### config.mk
export PLATFORM = sky130hd
export DESIGN_NAME = stage_cfg_writer_flat
export DESIGN_NICKNAME = d
export VERILOG_FILES = /design/src/rtl/stage_cfg_pkg.sv /design/src/rtl/stage_cfg_writer_if.sv /design/src/rtl/cfg_payload_shifter.sv /design/src/rtl/stage_cfg_writer.sv /design/src/flat_wrapper.sv
export SDC_FILE = /design/constraint.sdc
export NUM_CORES = 2
export LEC_CHECK = 0
export BUFFER_PORTS_ARGS = -buffer_cell sky130_fd_sc_hd__buf_2
export CAP_MARGIN = 10
export CORE_UTILIZATION = 30
export DETAILED_ROUTE_END_ITERATION = 7
export PLACE_DENSITY = 0.57
export RECOVER_POWER = 100
export SLEW_MARGIN = 20
export SYNTH_ARGS = -nofsm -noshare
export SYNTH_HDL_FRONTEND = slang
export SYNTH_SLANG_ARGS = --single-unit
### constraint.sdc
create_clock -name axis_clk -period 54.8 [get_ports axis_clk]
set_input_delay 10.96 -clock axis_clk [delete_from_list [all_inputs] [get_ports axis_clk]]
set_output_delay 10.96 -clock axis_clk [all_outputs]
set_load 0.01 [all_outputs]
### src/rtl/stage_cfg_pkg.sv
// Shared constants for the RMT stage configuration writer: opcodes, FSM states,
// payload beat counts and header field positions.
package stage_cfg_pkg;

    localparam logic [7:0] OP_KEY_OFF = 8'd1;
    localparam logic [7:0] OP_LOOKUP  = 8'd2;
    localparam logic [7:0] OP_ACTION  = 8'd3;

    typedef enum logic [1:0] {
        ST_IDLE,
        ST_COLLECT,
        ST_WRITE,
        ST_DRAIN
    } state_t;

    localparam int unsigned NW_KEY_OFF = 1;
    localparam int unsigned NW_LOOKUP  = 7;
    localparam int unsigned NW_ACTION  = 10;
    localparam int unsigned NW_MAX     = 10;

    localparam int unsigned HDR_OP_LSB  = 56;
    localparam int unsigned HDR_STG_LSB = 48;

    typedef logic [3:0] beat_cnt_t;

    function automatic logic op_valid(input logic [7:0] op);
        return (op == OP_KEY_OFF) || (op == OP_LOOKUP) || (op == OP_ACTION);
    endfunction

    // Index of the final payload beat for an opcode (counter load value).
    function automatic beat_cnt_t last_beat(input logic [7:0] op);
        case (op)
            OP_KEY_OFF: return beat_cnt_t'(NW_KEY_OFF - 1);
            OP_LOOKUP:  return beat_cnt_t'(NW_LOOKUP - 1);
            OP_ACTION:  return beat_cnt_t'(NW_ACTION - 1);
            default:    return '0;
        endcase
    endfunction

endpackage

### src/rtl/stage_cfg_writer_if.sv
// AXI-Stream control channel into a stage configuration writer.
interface stage_cfg_writer_if #(
    parameter int unsigned C_DATA_W = 64
);
    logic [C_DATA_W-1:0] tdata;
    logic                tvalid;
    logic                tlast;
    logic                tready;

    modport master (output tdata, output tvalid, output tlast, input tready);
    modport slave  (input tdata, input tvalid, input tlast, output tready);
endinterface

### src/rtl/cfg_payload_shifter.sv
// Payload shift register: beats enter at the top word and move down, so after N
// beats the packet occupies the top N words, first beat lowest.
module cfg_payload_shifter #(
    parameter int unsigned W     = 64,
    parameter int unsigned DEPTH = 10
) (
    input  logic               clk,
    input  logic               rst,
    input  logic               clear,
    input  logic               load,
    input  logic [W-1:0]       din,
    output logic [W*DEPTH-1:0] shifted
);
    logic [W*DEPTH-1:0] data;

    // Exposes the post-shift image so the final beat can be committed in the same edge.
    always_comb shifted = {din, data[W*DEPTH-1:W]};

    always_ff @(posedge clk or posedge rst) begin
        if (rst)        data <= '0;
        else if (clear) data <= '0;
        else if (load)  data <= shifted;
    end
endmodule

### src/rtl/stage_cfg_writer.sv
// Control-plane writer for one RMT stage: parses config packets and drives the
// key-offset, TCAM and action RAM write ports. Optional STAGE_CFG_ERR_CNT_EN adds err_cnt.
module stage_cfg_writer
    import stage_cfg_pkg::*;
#(
    parameter int unsigned STAGE    = 0,
    parameter int unsigned C_DATA_W = 64,
    parameter int unsigned KEY_LEN  = 197,
    parameter int unsigned KEY_OFF  = 18,
    parameter int unsigned ACT_LEN  = 25,
    parameter int unsigned ADDR_W   = 4
) (
    input  logic                   axis_clk,
    input  logic                   areset,
    stage_cfg_writer_if.slave      ctrl,
    output logic [KEY_OFF-1:0]     key_offset_out,
    output logic [ADDR_W-1:0]      key_offset_addr,
    output logic                   key_offset_valid_out,
    output logic [KEY_LEN-1:0]     lookup_din,
    output logic [KEY_LEN-1:0]     lookup_din_mask,
    output logic [ADDR_W-1:0]      lookup_din_addr,
    output logic                   lookup_din_en,
    output logic [ACT_LEN*25-1:0]  action_data_out,
    output logic [ADDR_W-1:0]      action_addr,
    output logic                   action_en
`ifdef STAGE_CFG_ERR_CNT_EN
    ,
    output logic [15:0]            err_cnt
`endif
);
    localparam int unsigned PAY_W   = C_DATA_W * NW_MAX;
    localparam int unsigned BASE_KO = C_DATA_W * (NW_MAX - NW_KEY_OFF);
    localparam int unsigned BASE_LK = C_DATA_W * (NW_MAX - NW_LOOKUP);
    localparam int unsigned BASE_AC = C_DATA_W * (NW_MAX - NW_ACTION);

    state_t            state, state_next;
    beat_cnt_t         cnt;
    logic [7:0]        op;
    logic [ADDR_W-1:0] addr;
    logic [PAY_W-1:0]  shifted;

    logic       beat, last_exp, hdr_match, commit;
    logic [7:0] hdr_op, hdr_stg;

    always_comb begin
        beat      = ctrl.tvalid && ctrl.tready;
        hdr_op    = ctrl.tdata[HDR_OP_LSB +: 8];
        hdr_stg   = ctrl.tdata[HDR_STG_LSB +: 8];
        hdr_match = (hdr_stg == 8'(STAGE)) && op_valid(hdr_op);
        last_exp  = (cnt == '0);
        commit    = (state == ST_COLLECT) && beat && last_exp && ctrl.tlast;
    end

    cfg_payload_shifter #(.W(C_DATA_W), .DEPTH(NW_MAX)) u_shifter (
        .clk     (axis_clk),
        .rst     (areset),
        .clear   ((state == ST_IDLE) && beat),
        .load    ((state == ST_COLLECT) && beat),
        .din     (ctrl.tdata),
        .shifted (shifted)
    );

    always_ff @(posedge axis_clk or posedge areset) begin
        if (areset) state <= ST_IDLE;
        else        state <= state_next;
    end

    always_comb begin
        state_next = state;
        case (state)
            ST_IDLE:
                if (beat && !ctrl.tlast) state_next = hdr_match ? ST_COLLECT : ST_DRAIN;
            ST_COLLECT:
                if (beat) begin
                    if (last_exp)         state_next = ctrl.tlast ? ST_WRITE : ST_DRAIN;
                    else if (ctrl.tlast)  state_next = ST_IDLE;
                end
            ST_WRITE:
                state_next = ST_IDLE;
            ST_DRAIN:
                if (beat && ctrl.tlast) state_next = ST_IDLE;
            default:
                state_next = ST_IDLE;
        endcase
    end

    always_comb begin
        ctrl.tready          = !areset && (state != ST_WRITE);
        key_offset_valid_out = (state == ST_WRITE) && (op == OP_KEY_OFF);
        lookup_din_en        = (state == ST_WRITE) && (op == OP_LOOKUP);
        action_en            = (state == ST_WRITE) && (op == OP_ACTION);
    end

    always_ff @(posedge axis_clk or posedge areset) begin
        if (areset) begin
            cnt  <= '0;
            op   <= '0;
            addr <= '0;
        end else if ((state == ST_IDLE) && beat) begin
            cnt  <= last_beat(hdr_op);
            op   <= hdr_op;
            addr <= ctrl.tdata[ADDR_W-1:0];
        end else if ((state == ST_COLLECT) && beat && !last_exp) begin
            cnt  <= cnt - 1'b1;
        end
    end

    // Output registers load on the final beat so they are valid during the strobe cycle.
    always_ff @(posedge axis_clk or posedge areset) begin
        if (areset) begin
            key_offset_out  <= '0;
            key_offset_addr <= '0;
            lookup_din      <= '0;
            lookup_din_mask <= '0;
            lookup_din_addr <= '0;
            action_data_out <= '0;
            action_addr     <= '0;
        end else if (commit) begin
            case (op)
                OP_KEY_OFF: begin
                    key_offset_out  <= shifted[BASE_KO +: KEY_OFF];
                    key_offset_addr <= addr;
                end
                OP_LOOKUP: begin
                    lookup_din      <= shifted[BASE_LK +: KEY_LEN];
                    lookup_din_mask <= shifted[BASE_LK + KEY_LEN +: KEY_LEN];
                    lookup_din_addr <= addr;
                end
                OP_ACTION: begin
                    action_data_out <= shifted[BASE_AC +: ACT_LEN*25];
                    action_addr     <= addr;
                end
                default: ;
            endcase
        end
    end

`ifdef STAGE_CFG_ERR_CNT_EN
    logic err_evt;

    always_comb
        err_evt = ((state == ST_IDLE) && beat && ctrl.tlast && hdr_match) ||
                  ((state == ST_COLLECT) && beat && (last_exp ? !ctrl.tlast : ctrl.tlast));

    always_ff @(posedge axis_clk or posedge areset) begin
        if (areset)                        err_cnt <= '0;
        else if (err_evt && err_cnt != '1) err_cnt <= err_cnt + 1'b1;
    end
`endif
endmodule
### src/flat_wrapper.sv
// flat-port wrapper written by rule: the top's interface ports become plain ports
module stage_cfg_writer_flat import stage_cfg_pkg::*;
#(
    parameter int unsigned STAGE    = 0,
    parameter int unsigned C_DATA_W = 64,
    parameter int unsigned KEY_LEN  = 197,
    parameter int unsigned KEY_OFF  = 18,
    parameter int unsigned ACT_LEN  = 25,
    parameter int unsigned ADDR_W   = 4
)
  (axis_clk, areset, key_offset_out, key_offset_addr, key_offset_valid_out, lookup_din, lookup_din_mask, lookup_din_addr, lookup_din_en, action_data_out, action_addr, action_en, ctrl_tdata, ctrl_tvalid, ctrl_tlast, ctrl_tready);
  stage_cfg_writer_if #(.C_DATA_W(C_DATA_W)) ctrl_i ();
  input  logic axis_clk;
  input  logic areset;
  output logic [KEY_OFF-1:0] key_offset_out;
  output logic [ADDR_W-1:0] key_offset_addr;
  output logic key_offset_valid_out;
  output logic [KEY_LEN-1:0] lookup_din;
  output logic [KEY_LEN-1:0] lookup_din_mask;
  output logic [ADDR_W-1:0] lookup_din_addr;
  output logic lookup_din_en;
  output logic [ACT_LEN*25-1:0] action_data_out;
  output logic [ADDR_W-1:0] action_addr;
  output logic action_en;
  input wire logic [$bits(ctrl_i.tdata)-1:0] ctrl_tdata;
  input wire logic [$bits(ctrl_i.tvalid)-1:0] ctrl_tvalid;
  input wire logic [$bits(ctrl_i.tlast)-1:0] ctrl_tlast;
  output wire logic [$bits(ctrl_i.tready)-1:0] ctrl_tready;
  assign ctrl_i.tdata = ctrl_tdata;
  assign ctrl_i.tvalid = ctrl_tvalid;
  assign ctrl_i.tlast = ctrl_tlast;
  assign ctrl_tready = ctrl_i.tready;
  stage_cfg_writer #(.STAGE(STAGE), .C_DATA_W(C_DATA_W), .KEY_LEN(KEY_LEN), .KEY_OFF(KEY_OFF), .ACT_LEN(ACT_LEN), .ADDR_W(ADDR_W)) u_core (.axis_clk(axis_clk), .areset(areset), .ctrl(ctrl_i), .key_offset_out(key_offset_out), .key_offset_addr(key_offset_addr), .key_offset_valid_out(key_offset_valid_out), .lookup_din(lookup_din), .lookup_din_mask(lookup_din_mask), .lookup_din_addr(lookup_din_addr), .lookup_din_en(lookup_din_en), .action_data_out(action_data_out), .action_addr(action_addr), .action_en(action_en));
endmodule
# Word-level counts from Yosys, hierarchy flattened
# Cells that the tools add are included.
[totals] ff_bits=1707 elab_cells=67 in_bits=68
[classes] add_sub_neg=1 eq_ne=14 n_reduce_logical=27 muxes=13
[ops] operator="$mux W640" n=2
[ops] operator="$eq A8 B2 Y1 const B" n=4
[ops] operator="$eq A8 B1 Y1 const B" n=2
[ops] operator="$logic_and A1 B1 Y1" n=13
[ops] operator="$mux W2" n=6
[ops] operator="$logic_not A8 Y1" n=1
[ops] operator="$mux W4" n=2
[ops] operator="$pmux W2 S4" n=1
[ops] operator="$pmux W4 S2" n=1
[ops] operator="$reduce_and A2 Y1" n=3
[ops] operator="$eq A2 B2 Y1 const B" n=2
[ops] operator="$logic_not A4 Y1" n=1
[ops] operator="$ne A2 B1 Y1 const B" n=2
[ops] operator="$ne A2 B2 Y1 const B" n=2
[ops] operator="$reduce_and A4 Y1" n=1
[ops] operator="$reduce_bool A2 Y1" n=2
[ops] operator="$sub A4 B1 Y4 const B" n=1
[ops] operator="$logic_not A1 Y1" n=3
[ops] operator="$ne A3 B2 Y1 const B" n=1
[ops] operator="$eq A2 B1 Y1 const B" n=1
[ops] operator="$logic_not A2 Y1" n=1
[ops] operator="$logic_or A1 B1 Y1" n=2
[ops] operator="$mux W1" n=1

# Longest topological paths before layout
[depth] depth_word=7 ltp_mapped=9

# By module
# A second synthesis with hierarchy kept.
[hier_totals] cells_unflattened=4237 area_unflattened_um2=64333.0
[by_module_without_submodules] module="stage_cfg_writer" seq_area_each_um2=26700.6 area_per_inst_um2=40294.9 instances=1 cells_per_inst=2316
[by_module_without_submodules] module="cfg_payload_shifter" seq_area_each_um2=14413.8 area_per_inst_um2=24038.1 instances=1 cells_per_inst=1921

# Worst setup path after synthesis
# OpenSTA, ideal clock, no wires.
[synth_path] path_type="input port to flip-flop" start="input port areset" end="register u_core.state[1]" setup_time_ns=0.121 required_ns=54.679 path_stages=4 path_buffers=0 slack_ns=6.960 arrival_time_ns=47.719 path_cell_list="inv_1 -> nand3_1 -> a22o_1 -> a22o_1"
[synth_via] elab_chain_len=6
[synth_rtl] item="start: declaration" line="flat_wrapper.sv:14" rtl="input logic areset;"
[synth_rtl] item="$logic_not A1 Y1 (no source line) *"
[synth_rtl] item="$logic_and A1 B1 Y1 *" line="stage_cfg_writer.sv:88" rtl="ctrl.tready = !areset && (state != ST_WRITE);"
[synth_rtl] item="$logic_and A1 B1 Y1 *" line="stage_cfg_writer.sv:46" rtl="beat = ctrl.tvalid && ctrl.tready;"
[synth_rtl] item="$logic_and A1 B1 Y1 (on tied branches)" line="stage_cfg_writer.sv:72, stage_cfg_writer.sv:81"
[synth_rtl] item="$ne A2 B2 Y1 (no source line) or $ne A2 B1 Y1 (tied branches)"
[synth_rtl] item="$reduce_and A4 Y1 (no source line) *"
[synth_rtl] item="end signal: assignment" line="stage_cfg_writer.sv:65" rtl="else state <= state_next;"
[synth_rtl] item="end: declaration" line="stage_cfg_writer.sv:36" rtl="state_t state, state_next;"
# Every way passes the cells marked *; elsewhere a longest branch is shown, timed or not.
# A chain may end at the register's enable or synchronous reset.

==> summary.md <==
| Metric | Value |
|---|---|
| Die X-Extent | 460 um |
| Total CTS buffers | 179 |
| DIE AREA | 211000 um^2 |
| Post-Synthesis Cell Area | 62900 um^2 |
| Required arrival time at the worst endpoint | 54.98 ns |
| Total detailed-routing wirelength | 231 mm |
| Unrepaired setup endpoints after global routing | false |
| Vias in the first global route | 49296 |
| Root Driver | clkbuf_16 |
| Starting Density | 30.3% |
| Worst setup EP type | async pin |
| Fill count | 21926 |
| Most instantiated cells after synthesis | nand2_1 (4235), dfrtp_1 (1643), nand3_1 (579), clkbuf_1 (176), buf_2 (139) |
| Classification of the worst setup path | in2async |
| Crit path top cell by count | clkbuf_1 |
| Total of warnings raised by yosys | 0 |
| Final design area excluding fillers | 74900 um^2 |
| Clock sink count | 1643 |
| Most frequent cell after synthesis | nand2_1 |
| Area used by sequential logic in the layout | 41100 um^2 |
| Global-route wire length before repair | 338 mm |
| Main area contributors after synthesis | dfrtp_1 (65%), nand2_1 (25%), nand3_1 (4.6%) |
| Violations in the final reports | capacitance limit, slew limit |
| Via Count | 50773 |
| Synth-to-layout area growth | 19.1% |
| Multi-input combinational cell area | 19600 um^2 |
| Number of nets still failing antenna checks after routing | 0 |
| Number of antenna violations at the first check in global routing | 15 |
| Category of the worst setup path launch point | primary input |
| Ratio of cells with drive above 1 in the final layout | 4.82% |
| Tmin final | 33.82 ns |
| Mean cell area of the mapped netlist | 9.02 um^2 |
| Worst supply voltage drop on vdd | 0.0348 mV |
| Number of buffers inserted to repair setup after CTS | 0 |
| Final global-route overflow total | 0 |
| Peak clock frequency supported by timing | 0.0296 GHz |
| Total of hold buffers inserted after clock tree synthesis | 0 |
| Leading register cell type out of synthesis | dfrtp_1 |
| CTS tree | done |
| Level count of the clock H-tree | 4 |
| Data arrival time of the critical path | 34.00 ns |
| Total track usage | 21.5% |
| Post-detailed-route via-to-cell ratio | 4.68 |
| Final worst clock skew | 0.0342 ns |
| Gp weighted congestion | 0.854 |
| Number of buffers between clock root and the deepest sink | 3 |
| Number of distinct library cells after synthesis | 38 |
| Synth area leader | dfrtp_1 |
| Number of DRC violations after detailed routing | 0 |
| Worst min path class | reg2reg |
| Maximum number of pins on one net before global-route repair | 193 |
| Number of iterations in the first detailed-routing pass | 6 |
| PD cells | 37.0 nW/um^2 |
| Clock edge transition at the registers on the reported setup and hold paths | 0.06 ns |
| Maximum fanout along the worst path | 174 |
| Fraction of the yosys area taken by sequential cells | 65.4% |
| Final #Nets | 7972 |
| Post-detailed-placement half-perimeter wirelength | 157 mm |
| Standard cell core area | 208000 um^2 |
| Worst rel slew slack | -544% |
| Final period utilization | 61.7% |
| Actual slew at the worst max-slew pin | 9.65 ns |
| Detailed Route Iter0 Violations | 4304 |
| Largest stage delay on the critical path | 6.64 ns |
| Net count after synthesis | 7038 |
| Hold violation count in the final report | 0 |
| Average detailed-routed wire length per instance | 21.3 um |
| Share of the synthesized area in the top cell type | 65.4% |
| Total placed instance area | 70400 um^2 |
| Insertion delay to the later sink of the worst-skew pair | 0.85 ns |
| Cell-by-cell trace of the critical path | clkbuf_1 > clkinvlp_2 > clkbuf_1 > clkbuf_1 > clkbuf_1 > clkbuf_1 |
| Max-cap violations | 37 |
| Number of pins with negative max-slew slack in the final report | 3371 |
| Total negative slack | 0 ns |
| Critical path's slowest cell | clkbuf_1 |
| Count of flip-flops with a built-in enable after synthesis | 0 |
| Synthesized netlist cell count | 6968 |
| Run status | finished with violations |
| Top-level port count | 1121 |
| Buffers added on ports | 1120 |
| Count of standard-cell rows | 167 |
| Share of synthesized registers carrying an async set or reset | 100% |
| Static Leak | 0.0410 uW |
| Number of endpoints failing setup at the final stage | 0 |
| Post-synthesis sequential element count | 1643 |
| Resized Gates After CTS | 0 |
| Die height | 460 um |
==> layer usage <==
layer | wire [um] | GRT usage [%] | up-vias | part of all wire [%]
met5 | 37 | 0 | - | 0.016
met4 | 11900 | 10.6 | 6 | 5.2
met3 | 17900 | 5.73 | 396 | 7.7
met2 | 104000 | 32.8 | 1739 | 45
met1 | 97200 | 28.0 | 25189 | 42
li1 | - | - | 23443 | -
==> path summary, 6_finish.rpt <==
| kind | from | end | slack [ns] | cells after the start |
|---|---|---|---|---|
| min reg2reg | u_core.action_data_out[311] | u_core.action_data_out[311] | 0.46 | 2 |
| max reg2reg | u_core.state[0] | u_core.action_data_out[91] | 37.75 | 7 |
| max in group axis_clk | areset | u_core.action_data_out[91] | 29.63 | 8 |
| max | areset | u_core.u_shifter.data[182] | 20.98 | 6 |
| min in group asynchronous | areset | u_core.u_shifter.data[571] | 10.40 | 2 |
| min | u_core.action_data_out[311] | u_core.action_data_out[311] | 0.46 | 2 |
==> layout by cell type, fill, tap and decap left out, drive strengths merged <==
| master | instances |
|---|---|
| and4b | 1 |
| and4 | 3 |
| mux2 | 34 |
| nor2b | 2 |
| a31oi | 1 |
| nand3 | 580 |
| a22o | 2 |
| nor4b | 3 |
| clkbuf | 1356 |
| nor2 | 7 |
| nor4bb | 1 |
| diode | 11 |
| inv | 10 |
| nor4 | 3 |
| a211o | 1 |
| clkinvlp | 9 |
| bufinv | 9 |
| or4 | 1 |
| dfrtp | 1643 |
| o22a | 1 |
| nand2 | 4235 |
| o21ai | 2 |
| clkinv | 35 |
| or3b | 1 |
| nor3 | 4 |
| and4bb | 2 |
| buf | 91 |
| nand4b | 1 |
| nor3b | 5 |
| o21a | 1 |
| ha | 2 |
| nand4 | 2 |
| mux2i | 1 |
| o2111ai | 1 |
==> state kept, by name, indices dropped and copies added (netlist names) <==
register and cells:
u_core.action_addr 4, u_core.action_data_out 625, u_core.addr 4, u_core.cnt 4
u_core.key_offset_addr 4, u_core.key_offset_out 18, u_core.lookup_din 197, u_core.lookup_din_addr 4
u_core.lookup_din_mask 197, u_core.op 8, u_core.state 2, u_core.u_shifter.data 576
==> power breakdown <==
part           switching [uW]  total [uW]  internal, uW
Combinational             111         149          37.9
Clock                     520        1230           711
Sequential                116        1390          1270
Total                     747        2770          2020
==> stage by stage <==
| step | instances | total power (uW) | worst slack (ns) | utilization [%] | hold slack, ns |
|---|---|---|---|---|---|
| after floorplan | 6968 | 1450 | 17.90 | - | 0.439 |
| final | 10849 | 2770 | 20.98 | 36.1 | 0.459 |
| after global placement | 10506 | 1560 | 32.37 | 33.9 | 0.444 |
| after global routing | 10845 | 2870 | 16.27 | 36.0 | 0.475 |
| after detailed placement | 10506 | 1560 | 32.36 | 33.9 | 0.450 |
| after CTS | 10835 | 2800 | 32.36 | 36.8 | 0.463 |
==> cell families (layout without fill, tap and decap cells) <==
logic type | count (synthesis) | in the layout | synth area share [%]
buffers and inverters | 428 | 1510 | 3.47
and+or+nand+nor | 4851 | 4851 | 30.4
muxes | 35 | 35 | 0.625
AOI/OAI and AO/OA | 9 | 9 | 0.108
adders and majority gates | 2 | 2 | 0.0398
DFF | 1643 | 1643 | 65.4
other | 0 | 11 | 0
==> worst max-delay path: cells and delay by family <==
family / cells / cell delay (ns)
buffers and inverters: 6 / 22.39
==> area by class of cell <==
cell class,instances,share of cell area (%)
timing repair buffer,1177,6.24
multi-input combinational,4897,26.1
clock inverter,59,0.976
antenna,11,0.0368
tap,2788,4.66
inverter,4,0.0217
sequential,1643,54.9
clock buffer,270,7.04
Note: power is estimated with default switching activity, not from simulation.
